$ cat src/rtl/if_prefetch.sv
// if_prefetch: prefetching fetch stage, pipelined memory reads into an in-order PC-tagged FIFO, flushed on branch
module if_prefetch #(
    parameter int unsigned        BITSIZE         = 32,
    parameter int unsigned        FIFO_DEPTH      = 4,
    parameter int unsigned        MAX_OUTSTANDING = 2,
    parameter logic [BITSIZE-1:0] RESET_PC        = '0
) (
    input  logic               clk,
    input  logic               reset_i,
    input  logic               fetch_enable_i,
    output logic               if_valid_o,
    input  logic               id_ready_i,
    output logic [31:0]        if_instr_o,
    output logic [BITSIZE-1:0] if_pc_o,
    output logic               mem_read_o,
    output logic [BITSIZE-1:0] mem_addr_o,
    input  logic               mem_gnt_i,
    input  logic               mem_valid_i,
    input  logic [31:0]        mem_data_i,
    input  logic               branch_taken_i,
    input  logic [BITSIZE-1:0] pc_i
);
    localparam int unsigned AW = $clog2(FIFO_DEPTH);
    localparam int unsigned CW = $clog2(FIFO_DEPTH + 1);

    typedef enum logic [1:0] {IDLE, FETCH, DRAIN} state_t;

    state_t             r_state, w_state_next;
    logic [BITSIZE-1:0] r_fetch_pc, r_resp_pc, w_target;
    logic [CW-1:0]      r_out, r_drop, r_cnt, w_out_next, w_drop_next;
    logic [AW-1:0]      r_rd, r_wr;
    logic [31:0]        r_instr [FIFO_DEPTH];
    logic [BITSIZE-1:0] r_pcs [FIFO_DEPTH];
    logic               w_gnt, w_push, w_pop;

    assign w_target    = pc_i & ~BITSIZE'(3);
    assign mem_read_o  = (r_state == FETCH) && !branch_taken_i && (r_out < CW'(MAX_OUTSTANDING))
                         && (({1'b0, r_cnt} + {1'b0, r_out}) < (CW + 1)'(FIFO_DEPTH));
    assign mem_addr_o  = r_fetch_pc;
    assign if_valid_o  = (r_cnt != '0) && !branch_taken_i;
    assign if_instr_o  = r_instr[r_rd];
    assign if_pc_o     = r_pcs[r_rd];
    assign w_gnt       = mem_read_o && mem_gnt_i;
    assign w_pop       = if_valid_o && id_ready_i;
    // responses owed to a pre-branch stream are swallowed until drop count reaches zero
    assign w_push      = mem_valid_i && (r_drop == '0) && !branch_taken_i;
    assign w_out_next  = r_out + CW'(w_gnt) - CW'(mem_valid_i);
    assign w_drop_next = branch_taken_i ? r_out - CW'(mem_valid_i)
                                        : r_drop - CW'(mem_valid_i && (r_drop != '0));

    always_comb begin
        w_state_next = r_state;
        w_state_next = (w_drop_next != '0) ? DRAIN : (fetch_enable_i ? FETCH : IDLE);
    end

    always_ff @(posedge clk or posedge reset_i) begin
        if (reset_i) begin
            r_state    <= IDLE;
            r_fetch_pc <= RESET_PC;
            r_resp_pc  <= RESET_PC;
            r_out      <= '0;
            r_drop     <= '0;
            r_cnt      <= '0;
            r_rd       <= '0;
            r_wr       <= '0;
            for (int i = 0; i < FIFO_DEPTH; i++) begin
                r_instr[i] <= '0;
                r_pcs[i]   <= '0;
            end
        end else begin
            r_state <= w_state_next;
            r_out   <= w_out_next;
            r_drop  <= w_drop_next;
            if (branch_taken_i) begin
                r_fetch_pc <= w_target;
                r_resp_pc  <= w_target;
                r_cnt      <= '0;
                r_rd       <= '0;
                r_wr       <= '0;
            end else begin
                if (w_gnt)
                    r_fetch_pc <= r_fetch_pc + BITSIZE'(4);
                if (w_push) begin
                    r_instr[r_wr] <= mem_data_i;
                    r_pcs[r_wr]   <= r_resp_pc;
                    r_wr          <= r_wr + AW'(1);
                    r_resp_pc     <= r_resp_pc + BITSIZE'(4);
                end
                if (w_pop)
                    r_rd <= r_rd + AW'(1);
                r_cnt <= r_cnt + CW'(w_push) - CW'(w_pop);
            end
        end
    end

    a_no_orphan_resp: assert property (@(posedge clk) disable iff (reset_i) !(mem_valid_i && (r_out == '0)));

endmodule
$ cat config.mk
export PLATFORM = sky130hd
export DESIGN_NAME = if_prefetch
export DESIGN_NICKNAME = d
export VERILOG_FILES = /design/src/rtl/if_prefetch.sv
export SDC_FILE = /design/constraint.sdc
export NUM_CORES = 1
export LEC_CHECK = 0
export ABC_AREA = 1
export CORE_MARGIN = 3
export CORE_UTILIZATION = 50
export CTS_CLUSTER_DIAMETER = 150
export DETAILED_ROUTE_END_ITERATION = 10
export PLACE_DENSITY = 0.72
export SYNTH_ARGS = -nofsm -noshare
export SYNTH_HDL_FRONTEND = slang
export SYNTH_SLANG_ARGS = --single-unit
$ cat constraint.sdc
create_clock -name clk -period 16.5 [get_ports clk]
set_clock_uncertainty 0.15 [all_clocks]
set_input_delay 2.475 -clock clk [delete_from_list [all_inputs] [get_ports clk]]
set_output_delay 2.475 -clock clk [all_outputs]
set_load 0.02 [all_outputs]
==> run metrics, run 1 <==
Crit path top cell by count clkdlybuf4s50_1; critical path depth in cells 6; initial core utilization 50.9%; Worst Setup EP mem_read_o; CTS HTree Levels 2; PortBufs 162; IO Count 169; R2R depth 11; later-pin clock latency in the skew report 0.51 ns; HPWL reported at the end of detailed placement 25200 µm; Cells after Synth 1953; Yosys reg bits 323; FF-to-FF setup slack 13.65 ns; All-Layer GR Usage 24.2%; floorplan core area 0.0307 mm²; Slew Viols, Final 0; HP Class flop to flop; Max transition margin 29.7%; n_diodes 0; CP Class input pin to output port; DRT Pass-1 Iters 5; top layer in use met4; Tmin final 7.22 ns; sequential share of the synthesized area 51.8%; CTS tree yes; post-cts sizing count 0; total CTS buffers 36; DRT met1 WL 17900 µm; Avg Inst Size Synth 7.99 µm²; CTS Buffer Depth 3; die height 183 µm; Max Cap Viol 0; initial antenna violation count 0; Synth top area share 51.8%; first-pass GRT wire length 67000 µm; Slew @ Worst Pin 1.05 ns; startpoint types input pin; Filler cells 2760; RR Startpoint r_drop[2]; power per cell area 149 mW/mm²; Post-Route Utilization 60.4%; Critical Path Start branch_taken_i; die footprint 0.0334 mm²; Area Overhead vs Synth 18.7%; Crit Path Max Fanout 39; GP Congestion 0.900; family with the most delay on the worst path buffers and inverters; PnR Total Power 0.00276 W; Buf+Inv Stages, Crit Path 4; Cell Rows 64; CTS Hold Bufs 0; Yosys Warn Count 0; Post-CTS Setup Repair Bufs 0; count of different cell masters after synthesis 38; Clock transition at path regs 0.06 ns; clock sinks 323; DRC 0; CP Cell Sequence clkdlybuf4s50_1, buf_4, inv_2, nand4_1, nor2_2, clkdlybuf4s50_1; RSZ-0062 raised after global routing no; antenna-violating nets left 0; die width 183 µm; Final Cycle Share 43.7%; reg2reg end r_cnt[2]; largest net degree at the start of global routing 98; Worst path slowest cell clkdlybuf4s50_1; outcome finished, final reports clean; post-synth top area cell dfrtp_1; final setup fails 0; WL met2 19000 µm; top post-synthesis cells by area dfrtp_1 52%, nand2_1 13%, o21ai_0 8.1%, o21ai_1 4.7%, nor2_1 4.6%; GRT overflow 0; CP Capture Type output port; wire length on met3 2690 µm; vias in the first global route 13200; Max Fclk 139 MHz; setup TNS 0 ns; Mapped Area 0.0156 mm²; worst path required time 13.88 ns; Root Buffer clkbuf_16; share of layout cells above drive strength 1 4.94%; data arrival time of the critical path 4.59 ns; DRT Wirelength 40400 µm; leak pwr 8.77 nW; Vias 13700; VDD IR max 83.8 µV; nets 2149; DR vias/cell 5.51; slowest stage delay, CP 0.63 ns; initial DRC count 1106; Hold Vio Cnt, Final 0; DR WL/cell 16.3 µm
per-layer routing:
| metal | track usage, % | vias up |
|---|---|---|
| met5 | 0 | - |
| met4 | 6.55 | 0 |
| met3 | 3.45 | 54 |
| met2 | 39.9 | 475 |
| met1 | 33.9 | 6547 |
| li1 | - | 6599 |
per-stage QoR:
step | instance area (µm²) | setup WS [ns] | hold slack [ns] | cells
final | 18500 | 9.28 | 0.331 | 2482
after floorplan | 15600 | 4.93 | 0.298 | 1956
after global routing | 18500 | 9.09 | 0.355 | 2482
after global placement | 17300 | 9.28 | 0.313 | 2417
after CTS | 18500 | 9.27 | 0.335 | 2482
after detailed placement | 17300 | 9.28 | 0.320 | 2417
state kept, by name (all words and copies together) (netlist names):
signal      cells
r_instr       128
r_pcs         120
mem_addr_o     30
r_resp_pc      30
r_cnt           3
r_drop          3
r_out           3
r_rd            2
r_state         2
r_wr            2
cell usage after synthesis:
library cell / n
a21oi_1: 6
a22oi_1: 1
a31oi_1: 2
buf_1: 3
buf_2: 27
buf_4: 7
buf_6: 10
clkbuf_1: 63
clkinv_1: 1
conb_1: 1
dfrtp_1: 323
fa_1: 2
ha_1: 17
inv_1: 143
inv_2: 7
mux2i_1: 2
nand2_1: 520
nand2_2: 10
nand3_1: 81
nand3_2: 1
nand3b_1: 7
nand4_1: 6
nand4_4: 1
nor2_1: 191
nor2_2: 6
nor2_4: 1
nor2_8: 1
nor3_1: 14
nor3b_1: 1
o211ai_1: 7
o21ai_0: 254
o21ai_1: 148
o21bai_1: 2
o221ai_1: 4
o22ai_1: 62
or2_2: 2
xnor2_1: 6
xor2_1: 13
report_power, final:
group	switching [W]	internal, W
sequential	0.0000947	0.000923
clock	0.000314	0.000493
combinational	0.000545	0.000392
total	0.000954	0.00181
cell families after synthesis:
kind of cell               after synthesis  synth area share (%)
muxes                                    2                 0.128
AOI/OAI and AO/OA                      486                  16.4
and+or+nand+nor                        842                  21.9
buffers and inverters                  261                  7.14
DFF                                    323                  51.8
xor gates and xnor gates                19                  1.07
other                                    1                0.0240
adders and majority gates               19                  1.62
area by class of cell:
class	count	area (µm²)	area share (%)
well taps	396	495	2.67
flip-flops and latches	323	8090	43.6
inverters	151	576	3.10
clock buffers	55	1100	5.95
clock inverters	10	111	0.601
multi-input cells	1372	6440	34.8
repair buffers	175	1720	9.27
how the worst min path moves through the flow:
stage,startpoint,endpoint,cells after the start
global route,r_pcs[95],r_pcs[95],2
CTS,r_instr[92],r_instr[92],2
floorplan,r_instr[59],r_instr[59],2
global placement,r_instr[59],r_instr[59],2
finish,r_instr[92],r_instr[92],2
detailed placement,r_instr[92],r_instr[92],2
worst register-to-register path, delay by kind of cell (launching register included):
kind	cells	cell delay [ns]
and+or+nand+nor	2	0.67
DFF	1	0.39
buffers and inverters	4	0.45
adders and majority gates	3	0.84
AOI/OAI and AO/OA	2	0.23
placed cells by master, fill, tap and decap left out, types with 13 or more instances in the layout:
master,Yosys,layout
nand2_1,520,520
nor2_1,191,191
o22ai_1,62,62
nand3_1,81,81
o21ai_0,254,254
clkdlybuf4s50_1,0,162
buf_4,7,13
nor3_1,14,14
clkbuf_16,0,37
dfrtp_1,323,321
o21ai_1,148,148
inv_1,143,142
xor2_1,13,13
ha_1,17,17
Power figures use the tool's default switching activity.
==> inputs of run 2 (changes only) <==
clock period = 7.2 ns   (was 16.5 ns; I/O delays follow)
==> run metrics, run 2 (synthesized netlist as in run 1, its figures left out) <==
outcome finished, final reports clean; CTS tree yes; most flop-heavy register r_instr; CP Cell Sequence clkinv_2, buf_4, o21ai_0, o22ai_1, clkdlybuf4s50_1; DR vias/cell 5.50 (-0.15%); n_diodes 0 (unchanged); Largest regs r_instr: 128 flops, r_pcs: 120 flops; Net Sw Frac 34.5% (about the same); Max Fclk 206 MHz; VDD IR max 157 µV (+87%); DR WL/cell 16.0 µm (-1.6%); hold_ws 0.332 ns (+0.000846 ns); Post-CTS Setup Repair Bufs 0 (unchanged); initial antenna violation count 0 (unchanged); DRT Pass-1 Iters 5 (unchanged); Max Cap Viol 0 (unchanged); Comb power frac 33.8% (about the same); vias in the first global route 13200 (+0.52%); GRT overflow 0 (unchanged); Cell Rows 64 (unchanged); startpoint types flop; CTS Buffer Depth 3 (unchanged); initial core utilization 50.9% (unchanged); PnR Total Power 0.00635 W (+130%); Worst path slowest cell buf_4; nets 2149 (unchanged); data arrival time of the critical path 3.61 ns (-0.98 ns); first-pass GRT wire length 66700 µm (-0.38%); die footprint 0.0334 mm² (unchanged); Crit Path Max Fanout 91 (+130%); Area Overhead vs Synth 18.9%; family with the most delay on the worst path buffers and inverters; Pint 0.00415 W (+130%); largest net degree at the start of global routing 181 (+85%); leak pwr 8.76 nW (about the same); antenna-violating nets left 0 (unchanged); CTS HTree Levels 2 (unchanged); highest-count cells in the layout ignoring fill and taps 520 x nand2_1, 321 x dfrtp_1, 254 x o21ai_0; CTS Hold Bufs 0 (unchanged); Max transition margin 34.6% (+5.0 points); Vias 13700 (-0.11%); CP Capture Type output port; setup TNS 0 ns (unchanged); All-Layer GR Usage 24.0% (-0.21 points); clock sinks 323 (unchanged); HPWL reported at the end of detailed placement 24800 µm (-1.7%); slowest stage delay, CP 0.81 ns (+0.18 ns); Tmin final 4.84 ns; initial DRC count 1055 (-4.6%); Largest register FFs 128 (unchanged); post-cts sizing count 0 (unchanged); power per cell area 342 mW/mm² (+130%); IO Count 169 (unchanged); Clock transition at path regs 0.06 ns (about the same); HP Class flop to flop; P_sw 0.00219 W (+130%); DRT Wirelength 39800 µm (-1.5%); RSZ-0062 raised after global routing no; Slew Viols, Final 0 (unchanged); worst path required time 5.97 ns (-7.91 ns); die width 183 µm (unchanged); DRC 0 (unchanged); share of layout cells above drive strength 1 4.89% (-0.050 points); Final Cycle Share 67.3%; part of the power in registers 36.7% (about the same); later-pin clock latency in the skew report 0.52 ns (about the same); Slew @ Worst Pin 0.980 ns (-0.0743 ns); CP Class flop to output port; final setup fails 0 (unchanged); Root Buffer clkbuf_16; total CTS buffers 36 (unchanged); floorplan core area 0.0307 mm² (unchanged); leading cell type in the layout, fill and taps excluded nand2_1; GP Congestion 0.900 (about the same); PortBufs 162 (unchanged); clock share of power 29.4% (+0.2 points); Buf+Inv Stages, Crit Path 3 (-1); Hold Vio Cnt, Final 0 (unchanged); die height 183 µm (unchanged)
==> run 2: changes by cell type in the layout (fill, tap and decap cells not counted) <==
cell | before | now
buf_12 | 0 | 1
buf_4 | 13 | 12
bufinv_16 | 2 | 1
clkbuf_1 | 7 | 9
clkbuf_16 | 37 | 38
clkbuf_8 | 11 | 13
clkinv_2 | 6 | 3
clkinv_4 | 1 | 0
clkinv_8 | 0 | 1
clkinvlp_4 | 0 | 3
inv_6 | 2 | 0
inv_8 | 1 | 0
==> run 2: per-stage QoR <==
step,cell area (µm²),util [%],std cells,setup slack (ns)
6_report,18600,60.5,2483,2.36
5_1_grt,18600,60.5,2483,2.18
4_1_cts,18600,60.5,2483,2.33
3_5_place_dp,17300,56.5,2417,2.74
3_3_place_gp,17300,56.5,2417,2.77
2_1_floorplan,15600,-,1956,1.66
==> run 2: path summary, 6_finish.rpt <==
| kind | startpoint | cells past startpoint | slack [ns] | end |
|---|---|---|---|---|
| worst min register to register | r_instr[93] | 2 | 0.33 | r_instr[93] |
| worst min-delay path | r_instr[93] | 2 | 0.33 | r_instr[93] |
| worst max register to register | r_drop[2] | 11 | 4.31 | r_cnt[2] |
| min in group asynchronous | reset_i | 2 | 0.94 | r_cnt[2] |
| max in group asynchronous | reset_i | 3 | 4.54 | r_instr[93] |
| worst max-delay path | r_rd[0] | 5 | 2.36 | if_pc_o[17] |
==> run 2: layer usage <==
metal | track usage [%] | vias up | routed length [µm]
li1 | - | 6596 | -
met1 | 34.6 | 6564 | 18000
met2 | 38.9 | 435 | 18600
met3 | 3.43 | 65 | 2530
met4 | 5.48 | 0 | 733
met5 | 0 | - | 0
==> run 2: power groups by stage <==
stage          clock [W]  combinational, W  sequential (W)
6_report         0.00187           0.00215         0.00233
2_1_floorplan          0           0.00131         0.00231
3_5_place_dp           0           0.00216         0.00235
4_1_cts          0.00191           0.00217         0.00233
3_3_place_gp           0           0.00212         0.00234
5_1_grt          0.00199           0.00237         0.00237
==> run 2: final cells by class <==
cell class | count | area [µm²]
flip-flops and latches | 323 | 8090
well taps | 396 | 495
repair buffers | 175 | 1730
inverters | 151 | 572
clock buffers | 60 | 1160
fillers | 2777 | 12100
multi-input cells | 1372 | 6440
clock inverters | 6 | 71.3
==> run 2: worst reg2reg max path, cell delays in order, from the launching register on <==
cell and delay [ns]:
dfrtp_1 0.39, inv_2 0.08, nand4_4 0.20, nor2_8 0.47, inv_1 0.28, ha_1 0.33
inv_1 0.06, ha_1 0.13, inv_1 0.05, fa_1 0.39, o21ai_0 0.18, a21oi_1 0.05
==> RTL change 1, RTL diff (settings of run 2) <==
Set the parameter `BITSIZE` to 16 (it was 32).
--- a/src/rtl/if_prefetch.sv
+++ b/src/rtl/if_prefetch.sv
@@ -1,6 +1,6 @@
 // if_prefetch: prefetching fetch stage, pipelined memory reads into an in-order PC-tagged FIFO, flushed on branch
 module if_prefetch #(
-    parameter int unsigned        BITSIZE         = 32,
+    parameter int unsigned        BITSIZE         = 16,
     parameter int unsigned        FIFO_DEPTH      = 4,
     parameter int unsigned        MAX_OUTSTANDING = 2,
     parameter logic [BITSIZE-1:0] RESET_PC        = '0
Ports: changed (resized if_pc_o, mem_addr_o and pc_i); port bits go from 169 to 121. The function was not compared with the original's and may differ.
==> RTL change 1 against run 2 <==
Sequential share of layout area rose by 0.79 points. Setup slack better by 0.72 ns. Hold slack worse by 0.0083 ns. Synthesized cell count decreased by 36%. Core utilization fell by 0.17 points. Area after synthesis is 30% lower. First-iteration DRC count is 46% lower. Non-clock buffer count decreased by 48. Design area decreased by 31%. Routed wire length is 37% lower. Sequential cell count is 96 lower. Final cell count fell by 35%. Total power fell by 27%. Die area down 29%. Largest power group is now combinational cells. Highest routed layer unchanged.
==> RTL change 1: results (changes against run 2) <==
| Metric | Value |
|---|---|
| Rel. slew slack | `35.5% (+0.88 points)` |
| WL final | `25200 µm (-37%)` |
| Setup slack, reg-to-reg | `4.58 ns (+0.27 ns)` |
| Port bufs | `114 (-30%)` |
| Vias | `8693 (-36%)` |
| Sequential area share after synthesis | `52.3% (+0.49 points)` |
| Largest net degree at the start of global routing | `94 (-48%)` |
| GRT Overall Usage | `21.3% (-2.7 points)` |
| Initial antenna violation count | `0 (unchanged)` |
| Top flop regs | `r_instr (128), r_pcs (56)` |
| Post-CTS Setup Bufs | `0 (unchanged)` |
| Critical Path AT | `2.90 ns (-0.71 ns)` |
| DR WL met3 | `1180 µm (-53%)` |
| Synth Area per Inst | `8.71 µm² (+9.0%)` |
| Top cells by area, synth | `dfrtp_1 52%, nand2_1 9.9%, o21ai_0 9.1%` |
| Status | `completed` |
| Number of global-route vias before repair | `8483 (-36%)` |
| Finished Layout Cells | `1617 (-35%)` |
| Switching Fraction | `35.0% (+0.44 points)` |
| Detail Route met2 WL | `12000 µm (-35%)` |
| DR iter-0 viols | `568 (-46%)` |
| Reg clk slew, reported paths | `0.06 ns (about the same)` |
| Worst Reg-to-Reg Cells | `7 (-4)` |
| Cts bufs inserted | `25 (-31%)` |
| First-pass GRT wire length | `42600 µm (-36%)` |
| Yosys warns | `0 (unchanged)` |
| RD Place Congestion | `0.862 (-4.3%)` |
| Netlist cell types | `36 (-5.3%)` |
| Placed wire-length estimate | `14900 µm (-40%)` |
| Worst-path maximum fanout | `84 (-7.7%)` |
| Final hold slack | `0.323 ns (-0.00833 ns)` |
| Post-placement setup slack | `3.17 ns (+0.433 ns)` |
| Max incr delay on CP | `0.72 ns (-0.09 ns)` |
| Layout Nets | `1398 (-35%)` |
| Ant. Diodes | `0 (unchanged)` |
| Share of layout cells above drive strength 1 | `10.4% (+5.5 points)` |
| Leakage | `6.02 nW (-31%)` |
| # H-tree levels | `1 (-1)` |
| DRT met1 WL | `11700 µm (-35%)` |
| Register share of total power | `35.6% (-1.1 points)` |
| Fin crit share | `57.3% (-10 points)` |
| Combinational Power Share | `37.1% (+3.3 points)` |
| Commonest cells post-synth | `287 x nand2_1, 227 x dfrtp_1, 197 x o21ai_0, 120 x nor2_1, 85 x inv_1` |
| Worst vdd ir | `0.200 mV (+28%)` |
| # fillers | `1931 (-30%)` |
| Clock latency on the worst-skew pair | `0.50 ns (-0.02 ns)` |
## RTL change 1: area by class of cell
type,count,area [µm²],share of cell area [%]
Clock buffer,41,776,6.06
Clock inverter,4,45.0,0.352
Timing Repair Buffer,127,1240,9.67
Tap cell,275,344,2.69
Multi-Input combinational cell,853,4380,34.2
Inverter,90,342,2.67
Sequential cell,227,5680,44.4
## RTL change 1: worst min-delay path, stage by stage (launching register included)
cell	delay (ns)
dfrtp_1	0.33
nand2_1	0.06
o21ai_2	0.05
## RTL change 1: cells by family after synthesis
family / count (synthesis) / share of synthesized area [%]
flip-flops: 227 / 52.3
AO/OA/AOI/OAI: 356 / 19.7
adder cells (fa/ha/maj): 19 / 2.33
other: 1 / 0.0345
XOR/XNOR: 13 / 1.05
multiplexers: 2 / 0.184
AND/OR/NAND/NOR: 459 / 16.8
buffers and inverters: 171 / 7.66
## RTL change 1: per-layer routing
| metal | global-route usage [%] | up-vias |
|---|---|---|
| met5 | 0 | - |
| met4 | 3.83 | 0 |
| met3 | 2.49 | 33 |
| met2 | 35.4 | 203 |
| met1 | 30.8 | 4194 |
| li1 | - | 4263 |
## RTL change 1: final timing paths
path / endpoint / startpoint
min in group asynchronous: r_instr[121] / reset_i
max reg2reg: r_pcs[27] / r_drop[2]
min: r_instr[70] / r_instr[70]
min reg2reg: r_instr[70] / r_instr[70]
max: if_pc_o[8] / r_rd[0]
max in group asynchronous: r_pcs[22] / reset_i
## RTL change 1: per-stage QoR
stage          instance area, µm²  power (W)
2_1_floorplan               10900    0.00271
3_3_place_gp                12000    0.00334
3_5_place_dp                12000    0.00337
4_1_cts                     12800    0.00464
5_1_grt                     12800    0.00488
6_report                    12800    0.00461
==> RTL change 2, RTL diff (settings of run 2) <==
Made on the original files. Make the reset (`reset_i`) synchronous in one clocked block.
--- a/src/rtl/if_prefetch.sv
+++ b/src/rtl/if_prefetch.sv
@@ -53,7 +53,7 @@
         w_state_next = (w_drop_next != '0) ? DRAIN : (fetch_enable_i ? FETCH : IDLE);
     end
 
-    always_ff @(posedge clk or posedge reset_i) begin
+    always_ff @(posedge clk) begin
         if (reset_i) begin
             r_state    <= IDLE;
             r_fetch_pc <= RESET_PC;
Formal check against the unedited RTL: differs if reset_i is asserted again (counterexample within 4 cycles, from zero or initial values and one cycle with reset_i high); with reset_i held inactive, the same outputs for 4 cycles.
==> RTL change 2 against run 2 <==
First-iteration DRC count shrank 11%. Routed wire length shrank 0.81%. Setup slack gained 0.29 ns. Non-clock buffer count grew 1. Largest cell class unchanged. Final cell count shrank 7.1%. Design area grew 1.0%. Sequential cell count grew 2. Area after synthesis grew 0.34%. Via count shrank 8.4%.
Power is not compared: it rests on default switching activity, and its combinational part moved more than twofold at a synthesized area within 25%.
==> RTL change 2: results (changes against run 2) <==
| Metric | Value |
|---|---|
| Status | `completed` |
| RD Place Congestion | `0.952 (+5.7%)` |
| Max incr delay on CP | `0.78 ns (-0.03 ns)` |
| Worst-path maximum fanout | `92 (+1.1%)` |
| Worst vdd ir | `roughly 0.13 mV` |
| Drt first pass iters | `6 (+1)` |
| GRT Overall Usage | `23.3% (-0.73 points)` |
| DR WL met3 | `3260 µm (+29%)` |
| Placed cell areas | `17500 µm² (+1.2%)` |
| Setup slack, reg-to-reg | `4.38 ns (+0.07 ns)` |
| Number of global-route vias before repair | `12.2k (-7.5%)` |
| DRT met1 WL | `16500 µm (-8.3%)` |
| Clock latency on the worst-skew pair | `0.51 ns` |
| Met1 Track Usage GR | `31.1% (-3.5 points)` |
| Met2 usage | `40.2% (+1.2 points)` |
| RR Startpoint | `r_out[1]` |
| Rel. slew slack | `27.8% (-6.9 points)` |
| Total Power | `0.00448 W` |
| Layout Nets | `1969 (-8.4%)` |
| Top cells by area, synth | `edfxtp_1 48%, dfxtp_1 9.8%, nor2_1 9.5%` |
| Share of layout cells above drive strength 1 | `9.32% (+4.4 points)` |
| Commonest cells post-synth | `398 x nor2_1, 271 x nand2_1, 248 x edfxtp_1, 182 x o21ai_0, 147 x inv_1` |
| Post-placement setup slack | `2.21 ns (-0.527 ns)` |
| WL final | `39500 µm (-0.81%)` |
| DR iter-0 viols | `942 (-11%)` |
| Met3 usage | `3.75% (+0.32 points)` |
| Largest net degree at the start of global routing | `93 (-49%)` |
| # placed instances | `2241 (-7.3%)` |
| Yosys warns | `0 (unchanged)` |
| Netlist cell types | `41 (+7.9%)` |
| Starting Density | `50.9% (about the same)` |
| Sequential area share after synthesis | `57.4% (+5.6 points)` |
| Worst Reg-to-Reg Cells | `12 (+1)` |
| First-pass GRT wire length | `62700 µm (-6.0%)` |
| Post-synth EDFFs | `248 (+248)` |
| Crit-path slowest cell | `buf_4` |
| Capturing point of the worst reg2reg path | `r_out[2]` |
| Critical Path Sink | `if_pc_o[20]` |
| Synth Area in Compound Gates | `10.5% (-5.8 points)` |
| Top flop regs | `r_instr (128), r_pcs (120)` |
| Vias | `12.5k (-8.4%)` |
| XOR/XNOR share of the synthesized area | `0.671% (-0.40 points)` |
| Detail Route met2 WL | `19200 µm (+3.1%)` |
| Post-synthesis adder-cell area fraction | `1.29% (-0.33 points)` |
| Vias per inst | `5.43 (-1.3%)` |
| Synth Flop Type | `edfxtp_1` |
| Mux contribution to synthesized area | `0% (-0.13 points)` |
| Synthesized instance count | `1757 (-10%)` |
| Placed wire-length estimate | `23500 µm (-5.1%)` |
-- RTL change 2: cell count changes after synthesis, moves of 72 or more --
cell and delta:
dfrtp_1 -323, dfxtp_1 +77, edfxtp_1 +248, nand2_1 -249, nor2_1 +207, o21ai_0 -72
o21ai_1 -146
-- RTL change 2: cell type report --
type,instances,area [µm²]
clock buffer,42,943
clock inverter,23,277
fill,2587,12000
inverter,184,692
multi-input combinational,1160,5630
sequential,325,8990
tap,396,495
timing repair buffer,176,1730
-- RTL change 2: kinds of logic after synthesis --
group,Yosys count
compound gates,306
other cells,1
xor+xnor,12
simple gates,823
buf+inv,275
flops,325
fa+ha+maj,15
-- RTL change 2: worst min-delay path by stage --
stage | slack [ns] | end | depth (start not counted) | startpoint
floorplan | 0.31 | register | 1 | r_rd[1]
global placement | 0.32 | register | 1 | r_rd[1]
detailed placement | 0.33 | register | 1 | r_rd[1]
CTS | 0.34 | register | 1 | r_rd[1]
global route | 0.37 | register | 1 | r_rd[1]
finish | 0.33 | register | 1 | r_rd[1]
